### src/rtl/viterbi_pkg.sv
// Shared types and defaults for the Viterbi decoder frame sequencer.
package viterbi_pkg;

  localparam int unsigned FRAME_LEN_DEFAULT = 64;

  typedef logic [1:0] rx_pair_t;

  typedef enum logic [1:0] {
    IDLE,
    RUN,
    HANDOFF,
    WAIT_TB
  } ctrl_state_e;

endpackage

### src/rtl/viterbi_tb_arbiter.sv
// Traceback hand-off: owns the ping-pong write bank, the tb_busy flag,
// the tb_start pulse and the frame counter.
module viterbi_tb_arbiter #(
  parameter int unsigned CNT_W = 16
) (
  input  logic             clk,
  input  logic             rst,
  input  logic             handoff_req,
  input  logic             tb_done,
  output logic             grant_c,
  output logic             wr_bank,
  output logic             tb_start,
  output logic             tb_bank,
  output logic             tb_busy,
  output logic [CNT_W-1:0] frame_cnt
);

  // A pending frame may go once traceback is idle or finishing this cycle.
  assign grant_c = handoff_req & (~tb_busy | tb_done);

  always_ff @(posedge clk or negedge rst) begin
    if (!rst) begin
      wr_bank   <= 1'b0;
      tb_start  <= 1'b0;
      tb_bank   <= 1'b0;
      tb_busy   <= 1'b0;
      frame_cnt <= '0;
    end else begin
      tb_start <= grant_c;
      // tb_done arriving with tb_start (or while idle) is deliberately lost.
      tb_busy  <= tb_start | (tb_busy & ~tb_done);
      if (grant_c) begin
        tb_bank   <= wr_bank;
        wr_bank   <= ~wr_bank;
        frame_cnt <= frame_cnt + CNT_W'(1);
      end
    end
  end

endmodule

### src/rtl/viterbi_frame_ctrl.sv
// Viterbi frame sequencer: accepts symbol pairs, drives BMC/ACS/survivor
// memory writes and hands completed frames to traceback.
module viterbi_frame_ctrl
  import viterbi_pkg::*;
#(
  parameter int unsigned FRAME_LEN = FRAME_LEN_DEFAULT,
  parameter int unsigned ADDR_W    = $clog2(FRAME_LEN),
  parameter int unsigned CNT_W     = 16
) (
  input  logic              clk,
  input  logic              rst,
  input  logic              enable,
  input  logic              in_valid,
  output logic              in_ready,
  input  rx_pair_t          rx_pair_in,
  output rx_pair_t          bmc_rx_pair,
  output logic              acs_en,
  output logic              acs_init,
  output logic              sm_wr_en,
  output logic              sm_wr_bank,
  output logic [ADDR_W-1:0] sm_wr_addr,
  output logic              tb_start,
  output logic              tb_bank,
  input  logic              tb_done,
  output logic              tb_busy,
  output logic [CNT_W-1:0]  frame_cnt
);

  ctrl_state_e       state_q, state_d;
  logic [ADDR_W-1:0] step_q;
  logic              accept_c;
  logic              last_step_c;
  logic              handoff_req_c;
  logic              grant_c;
  logic              bank;

  assign accept_c    = in_valid & in_ready;
  assign last_step_c = (step_q == ADDR_W'(FRAME_LEN - 1));

  always_ff @(posedge clk or negedge rst) begin
    if (!rst) state_q <= IDLE;
    else      state_q <= state_d;
  end

  always_comb begin
    state_d = state_q;
    case (state_q)
      IDLE:             if (enable) state_d = RUN;
      RUN:              if (accept_c && last_step_c) state_d = HANDOFF;
      HANDOFF, WAIT_TB: state_d = grant_c ? RUN : WAIT_TB;
      default:          state_d = IDLE;
    endcase
  end

  always_comb begin
    in_ready      = 1'b0;
    handoff_req_c = 1'b0;
    case (state_q)
      RUN:              in_ready      = 1'b1;
      HANDOFF, WAIT_TB: handoff_req_c = 1'b1;
      default:          ;
    endcase
  end

  always_ff @(posedge clk or negedge rst) begin
    if (!rst) begin
      step_q <= '0;
    end else if (accept_c) begin
      step_q <= last_step_c ? '0 : step_q + ADDR_W'(1);
    end
  end

  // One-cycle datapath stage; the bank follows the live write bank so that it
  // only flips to the traceback bank's sibling, never onto it.
  always_ff @(posedge clk or negedge rst) begin
    if (!rst) begin
      bmc_rx_pair <= '0;
      acs_en      <= 1'b0;
      acs_init    <= 1'b0;
      sm_wr_en    <= 1'b0;
      sm_wr_bank  <= 1'b0;
      sm_wr_addr  <= '0;
    end else begin
      acs_en     <= accept_c;
      sm_wr_en   <= accept_c;
      acs_init   <= accept_c & (step_q == '0);
      sm_wr_bank <= bank;
      if (accept_c) begin
        bmc_rx_pair <= rx_pair_in;
        sm_wr_addr  <= step_q;
      end
    end
  end

  viterbi_tb_arbiter #(
    .CNT_W(CNT_W)
  ) u_arb (
    .clk        (clk),
    .rst        (rst),
    .handoff_req(handoff_req_c),
    .tb_done    (tb_done),
    .grant_c    (grant_c),
    .wr_bank    (bank),
    .tb_start   (tb_start),
    .tb_bank    (tb_bank),
    .tb_busy    (tb_busy),
    .frame_cnt  (frame_cnt)
  );

endmodule

### config.mk
export PLATFORM = sky130hd
export DESIGN_NAME = viterbi_frame_ctrl
export DESIGN_NICKNAME = d
export VERILOG_FILES = /design/src/rtl/viterbi_pkg.sv /design/src/rtl/viterbi_tb_arbiter.sv /design/src/rtl/viterbi_frame_ctrl.sv
export SDC_FILE = /design/constraint.sdc
export NUM_CORES = 1
export LEC_CHECK = 0
export ABC_CLOCK_PERIOD_IN_PS = 2290
export CAP_MARGIN = 20
export CORE_ASPECT_RATIO = 0.5
export CORE_UTILIZATION = 50
export CTS_BUF_LIST = sky130_fd_sc_hd__clkbuf_8
export DETAILED_ROUTE_END_ITERATION = 16
export GPL_TIMING_DRIVEN = 0
export PLACE_DENSITY = 0.8
export SKIP_CTS_REPAIR_TIMING = 1
export SYNTH_ARGS = -nofsm -noshare
export SYNTH_HDL_FRONTEND = slang
export SYNTH_HIERARCHICAL = 1
export SYNTH_SLANG_ARGS = --single-unit
### constraint.sdc
create_clock -name clk -period 2.29 [get_ports clk]
set_input_delay 0.229 -clock clk [delete_from_list [all_inputs] [get_ports clk]]
set_output_delay 0.229 -clock clk [all_outputs]
set_load 0.1 [all_outputs]
* Word-level counts from Yosys, hierarchy flattened
Index checks and enable logic that the tools add are counted.
** Storage, ports and cells
- Register bits after elaboration :: 39
- Bits of input ports :: 7
- Output and inout port bits :: 32
- Logic and storage cells :: 41
** Operators by class
- $add $sub $neg :: 2
- Eq/ne operators :: 6
- Muxes and demuxes :: 7
- Bitwise logic cells :: 9
- Reduce and logical (&&, ||, !) cells :: 5
** Operators with widths (count)
- $add A16 B1 Y16 const B :: 1
- $add A6 B1 Y6 const B :: 1
- $eq A6 B6 Y1 const B :: 1
- $logic_not A6 Y1 :: 1
- $mux W2 :: 3
- $mux W6 :: 1
- $pmux W2 S3 :: 1
- $and A1 B1 Y1 :: 4
- $eq A2 B2 Y1 const B :: 2
- $ne A2 B2 Y1 const B :: 2
- $not A1 Y1 :: 3
- $eq A2 B1 Y1 const B :: 1
- $logic_not A2 Y1 :: 1
- $mux W1 :: 2
- $or A1 B1 Y1 :: 2
- $reduce_and A2 Y1 :: 1
- $reduce_or A2 Y1 :: 1
- $logic_and A1 B1 Y1 :: 1

* Depth between registers and ports, before layout
Gate-level depths: netlist of run 1.
- Depth after elaboration :: 6
- Gate-level depth with buffers :: 5
- Depth with buffers taken out :: 4

* Cells and area by module
The synthesis of run 1 kept the hierarchy.
** By module, submodules not included
- viterbi_tb_arbiter :: times used 1, cells each 69, area an instance 858.3 µm², seq. area each 500.5 µm²
- viterbi_frame_ctrl :: times used 1, cells each 76, area an instance 800.8 µm², seq. area each 475.5 µm²

* Least setup slack after synthesis of run 1
Ideal clock, no wire load.
- Kind :: register to output
- Start point :: reg state_q[0]
- End point :: out in_ready
- Data arrival time :: 1.789 ns
- Required time :: 2.061 ns
- Slack :: 0.272 ns
- Stages on the path, launching flop included :: 2
- Buffers on the path :: 0
- Path through :: dfrtp_1 nor2b_1
** Between the ends
- Cells in the longest elaborated chain, start to end :: 2
** Ends and longest elaborated chain
- start, declared :: RTL line viterbi_frame_ctrl.sv:29 : ctrl_state_e state_q, state_d;
- start signal, assigned :: RTL line viterbi_frame_ctrl.sv:42 : else state_q <= state_d;
- $eq A2 B1 Y1 :: RTL line viterbi_frame_ctrl.sv:58 : case (state_q)
- $mux W1 :: RTL line viterbi_frame_ctrl.sv:58
- end, declared :: RTL line viterbi_frame_ctrl.sv:14 : output logic in_ready,
No other way between the ends.

* Worst setup path in the final report of run 1
- Start point :: reg u_arb.frame_cnt[2]
- End point :: out frame_cnt[2]
** RTL lines
- start, declared :: RTL line viterbi_tb_arbiter.sv:15 : output logic [CNT_W-1:0] frame_cnt
- start signal, assigned :: RTL line viterbi_tb_arbiter.sv:35 : frame_cnt <= frame_cnt + CNT_W'(1);
- end, declared :: RTL line viterbi_frame_ctrl.sv:26 : output logic [CNT_W-1:0] frame_cnt
No word-level cell between the ends.

==> metrics.txt, run 1 <==
via count about 1200; Buf/Inv on CP 1; Tot GR Track Use 0.1884; CP delay by family, top buffers and inverters; largest net degree at the start of global routing 40; Ys Warns 6; Hold Worst Slack between 50 and 60 ps; Core ar. approximately 3000 um^2; Port Buf Inserts 38; initial drt markers 60; max-slew violations 0; post-synth top area share 0.5882; Die ar. between 3000 and 4000 um^2; Arr. time, crit path between 1500 and 2000 ps; fillers ~230; IO Pins 39; Seq/Total Area, Yosys 0.5882; Die Y ~43 um; WL final around 3000 um; vias in the first global route ~1100; Slew HR 0.3434; Least-Margin Pin Slew 981.8 ps; RSZ-0062 raised after global routing false; initial antenna violation count 0; per-cell routed wire length 13.05 um; R2R depth 5; IR drop worst, VDD between 0.7 and 0.8 mV; Final ANT Viol Nets 0; Placer Congestion ~0.81; CTS clock-pin slew for the worst setup and hold paths 70 ps; Top FF cell, synth dfrtp_1; Post-synth ARST share 1.000; FF-to-FF End u_arb/frame_cnt[9]; Min-Delay Path Class in2async; CTS Buffer Depth 2; clk_skew 4.238 ps; outcome finished, final reports clean; Fin. Hold Viols 0; Worst EP required a little over 2000 ps; Placement Rows 14; CP Launch Type flop; crit path time final ~2100 ps; CP endpoint frame_cnt[2]; CP endpoint kind primary output; register area between 900 and 1000 um^2; global route total overflow 0; setup violators final 0; Seq pwr share 0.421; worst-path fanout max 6; share of cells above drive strength 1 0.1099; switch share 0.4428; Critical-path top delay cell clkdlybuf4s50_1; crit-path cells clkdlybuf4s50_1; register bit total from synthesis 39; CP Depth 1; initial core utilization 0.5381; clk root buf clkbuf_8; area occupied by multi-input gates approximately 630 um^2; EDFF count, synth 0; H-tree depth 2; CTS tree done; Comb pwr share 0.377; crit share post-route 0.9296; antenna cells 0; number of CTS-inserted buffers 5; Yosys top cell by area dfrtp_1; Mapped Nets between 150 and 200; Remaining DRCs 0; most common library cells after synthesis dfrtp_1 (39), nand2_1 (29), xnor2_1 (15), nand3_1 (7), and3_1 (5); Clock power frac 0.202; Clk Latency, worst-skew pair 290 ps; Sum Neg Setup Slack 0 ps; drt first pass iters 4; Distinct cells, synth 34; clk sink count 39; Power Density a little over 1000 nW/um^2; Die Span X 83.47 um; slowest cell delay on critical path approximately 1200 ps; cell internal pwr roughly 1200 uW; first-pass GRT wire length roughly 5000 um; total of max-cap violations 0; post-DP HPWL slightly above 2000 um; critical path class reg2out; Max Fclk approximately 470 MHz; sw power slightly below 1000 uW; R2R setup slack roughly 740 ps; nets 200; Avg Inst Size Synth between 10 and 15 um^2; Area growth syn-to-layout 30.84%; crit path launch u_arb/frame_cnt[2]; Vias/cell ~5; FF-to-FF Start state_q[1]; synthesized area roughly 1700 um^2; Pleak around 0.0010 uW; most numerous cell in the Yosys netlist dfrtp_1; synth top area cells dfrtp_1 (59%), xnor2_1 (7.9%), nand2_1 (6.6%); Post-Synthesis Cells 145
layout by cell type, fill, tap and decap left out, types with 2 or more instances in the layout:
master	Yosys	layout
clkbuf_1	2	2
ha_1	3	3
nor3_1	3	3
o31ai_1	2	2
nand4_1	4	4
nor2_1	3	3
o21ai_0	4	4
xor2_1	4	4
inv_1	3	3
clkinv_2	0	3
dfrtp_1	39	39
xnor2_1	15	15
buf_2	2	3
nand3_1	7	7
clkbuf_8	0	5
clkdlybuf4s50_1	0	36
and3_1	5	5
nand2_1	29	29
mux2_2	2	2
routing by layer:
metal  track usage  up-vias  share of wire
li1              -      579              -
met1        0.2376      555           0.47
met2        0.3016       21           0.48
met3       0.06615        5          0.040
met4       0.08136        0          0.011
met5             0        -              0
power by group through the flow:
| stage | registers (uW) | logic, uW | clock network, uW |
|---|---|---|---|
| floorplan | 1330 | 207 | 0 |
| global placement | 923 | 813 | 0 |
| detailed placement | 932 | 827 | 0 |
| CTS | 920 | 830 | 456 |
| global route | 939 | 869 | 491 |
| finish | 919 | 824 | 443 |
cell type report:
| cell class | instances | area share |
|---|---|---|
| Clock inverter | 3 | 0.006916 |
| Clock buffer | 5 | 0.03170 |
| Sequential cell | 39 | 0.4496 |
| Buffer | 6 | 0.01671 |
| Tap cell | 40 | 0.02305 |
| Inverter | 4 | 0.006916 |
| Timing Repair Buffer | 38 | 0.1741 |
| Multi-Input combinational cell | 96 | 0.2911 |
sequential cells by signal (all words and copies together) (netlist names):
register,count
step_q,6
sm_wr_addr,6
u_arb/tb_busy,1
sm_wr_bank,1
state_q,2
u_arb/wr_bank,1
u_arb/tb_start,1
acs_init,1
u_arb/frame_cnt,16
u_arb/tb_bank,1
sm_wr_en,1
bmc_rx_pair,2
logic make-up (layout without fill, tap and decap cells):
family,Yosys count,count (layout),share of synthesized area
DFF,39,39,0.5882
adders and majority gates,3,3,0.02263
buffers and inverters,10,56,0.03092
AOI/OAI and AO/OA,10,10,0.03921
and+or+nand+nor,62,62,0.2051
xor gates and xnor gates,19,19,0.1003
muxes,2,2,0.01357
how the worst min path moves through the flow:
| stage | start | cells past startpoint | endpoint | slack [ps] |
|---|---|---|---|---|
| CTS | rst | 1 | u_arb/frame_cnt[0] | 70 |
| finish | rst | 1 | u_arb/frame_cnt[12] | 50 |
| floorplan | rst | 0 | acs_init | -70 |
| global route | rst | 1 | u_arb/frame_cnt[15] | 110 |
| global placement | u_arb/wr_bank | 0 | sm_wr_bank | 400 |
| detailed placement | rst | 1 | u_arb/frame_cnt[15] | 390 |
through the flow:
| stage | instances | util | power, uW | cell area (um^2) | worst slack [ps] |
|---|---|---|---|---|---|
| 2_1_floorplan | 145 | - | 1541 | 1659 | 271.6 |
| 3_3_place_gp | 223 | 0.6778 | 1736 | 2090 | 88.39 |
| 3_5_place_dp | 223 | 0.6761 | 1759 | 2085 | 357.3 |
| 4_1_cts | 231 | 0.7033 | 2206 | 2168 | 31.15 |
| 5_1_grt | 231 | 0.7041 | 2299 | 2171 | 104.6 |
| 6_report | 231 | 0.7041 | 2186 | 2171 | 161.3 |
Power figures use the tool's default switching activity.
==> run 2, diff against run 1 <==
- CORE_UTILIZATION: 50 -> 40
- PLACE_DENSITY: 0.8 -> 0.66
==> metrics.txt, run 2 (same netlist as run 1, synthesis figures left out) <==
outcome finished, final reports clean; Least-Margin Pin Slew about 980 ps; CP Launch Type flop; total of max-cap violations 0; crit path time final between 2000 and 2500 ps; per-cell routed wire length roughly 12 um; cell area after layout around 2200 um^2; nets 200; worst-path fanout max 6; fillers 355; critical path class reg2out; Worst EP required 2060 ps; Die ar. 4425 um^2; initial core utilization 0.4207; largest register by flop count u_arb/frame_cnt; global route total overflow 0; Critical-path top delay cell clkdlybuf4s50_1; first-pass GRT wire length between 5000 and 6000 um; clk_skew 3.321 ps; Die Span X 93.08 um; Fin. Hold Viols 0; initial antenna violation count 0; antenna cells 0; WL final around 3000 um; Port Buf Inserts 38; CTS Buffer Depth 2; Top Registers u_arb/frame_cnt (16), sm_wr_addr (6), step_q (6); Min-Delay Path Class in2async; most common cell after layout, fill and taps aside dfrtp_1; Power Total ~2200 uW; Remaining DRCs 0; post-DP HPWL ~2200 um; H-tree depth 2; Clk Latency, worst-skew pair between 200 and 300 ps; Arr. time, crit path about 1900 ps; initial drt markers 16; Final ANT Viol Nets 0; Tot GR Track Use 0.1585; Vias/cell 4.755; Buf/Inv on CP 1; Max Fclk 470.3 MHz; Die Y ~48 um; CP endpoint kind primary output; placed inst area around 2100 um^2; clk root buf clkbuf_8; Placement Rows 16; clk sink count 39; Core ar. roughly 3900 um^2; crit share post-route 0.9286; number of CTS-inserted buffers 5; Placer Congestion around 0.67; CTS clock-pin slew for the worst setup and hold paths approximately 70 ps; slowest cell delay on critical path about 1200 ps; Power Density approximately 1000 nW/um^2; Slew HR 0.3433; share of cells above drive strength 1 0.09948; Area growth syn-to-layout 31.75%; Pleak roughly 0.0010 uW; drt first pass iters 6; Sum Neg Setup Slack 0 ps; via count roughly 1200; CP delay by family, top buffers and inverters; IR drop worst, VDD around 0.50 mV; largest net degree at the start of global routing 40; IO Pins 39; setup violators final 0; vias in the first global route ~1100; most frequent cells in the layout dfrtp_1 (39), clkdlybuf4s50_1 (36), nand2_1 (29); max reg flops 16; CTS tree done; max-slew violations 0; crit-path cells clkdlybuf4s50_1; RSZ-0062 raised after global routing false
[run 2: cell count changes in the layout (fill, tap and decap cells not counted)]
cell      delta
clkinv_2     -2
inv_1        +2
[run 2: area by class of cell]
class / instances / area (um^2) / area share
Inverter: 4 / 15.01 / 0.006869
Multi-Input combinational cell: 96 / 631.9 / 0.2891
Clock inverter: 3 / 12.51 / 0.005724
Timing Repair Buffer: 38 / 377.9 / 0.1729
Sequential cell: 39 / 975.9 / 0.4465
Buffer: 6 / 36.28 / 0.01660
Clock buffer: 5 / 68.82 / 0.03148
Tap cell: 54 / 67.56 / 0.03091
[run 2: metal layers]
layer / wire [um] / up-vias / track usage
met1: 1422 / 566 / 0.1976
met5: 0 / - / 0
met3: 94 / 8 / 0.04921
met4: 51 / 0 / 0.08000
met2: 1462 / 19 / 0.2618
li1: - / 572 / -
[run 2: worst register-to-register path, stage by stage, from the launching register on]
cell      delay (ps)
dfrtp_1          440
clkbuf_1         170
and4_2           220
clkbuf_1         260
nand4_1          160
xnor2_1          160
[run 2: worst paths after layout]
kind / startpoint / endpoint / slack (ps) / cells after the start
max reg2reg: state_q[1] / u_arb/frame_cnt[9] / 760 / 5
max: u_arb/frame_cnt[2] / frame_cnt[2] / 160 / 1
max in group asynchronous: rst / u_arb/frame_cnt[9] / 1720 / 1
min reg2reg: u_arb/wr_bank / sm_wr_bank / 420 / 0
min: rst / u_arb/frame_cnt[15] / 40 / 1
min in group clk: u_arb/wr_bank / sm_wr_bank / 420 / 0
[run 2: power by group]
| part | internal, uW | switching, uW |
|---|---|---|
| Sequential | 802 | 119 |
| Clock | 205 | 227 |
| Combinational | 208 | 610 |
| Total | 1210 | 956 |
[run 2: through the flow]
stage | cells | hold WS [ps] | util | worst slack, ps
floorplan | 145 | -66.59 | - | 271.6
global placement | 237 | 400.9 | 0.5343 | 67.07
detailed placement | 237 | 399.7 | 0.5330 | 356.9
CTS | 245 | 77.70 | 0.5536 | 31.49
global route | 245 | 120.7 | 0.5543 | 98.09
finish | 245 | 35.96 | 0.5543 | 163.5
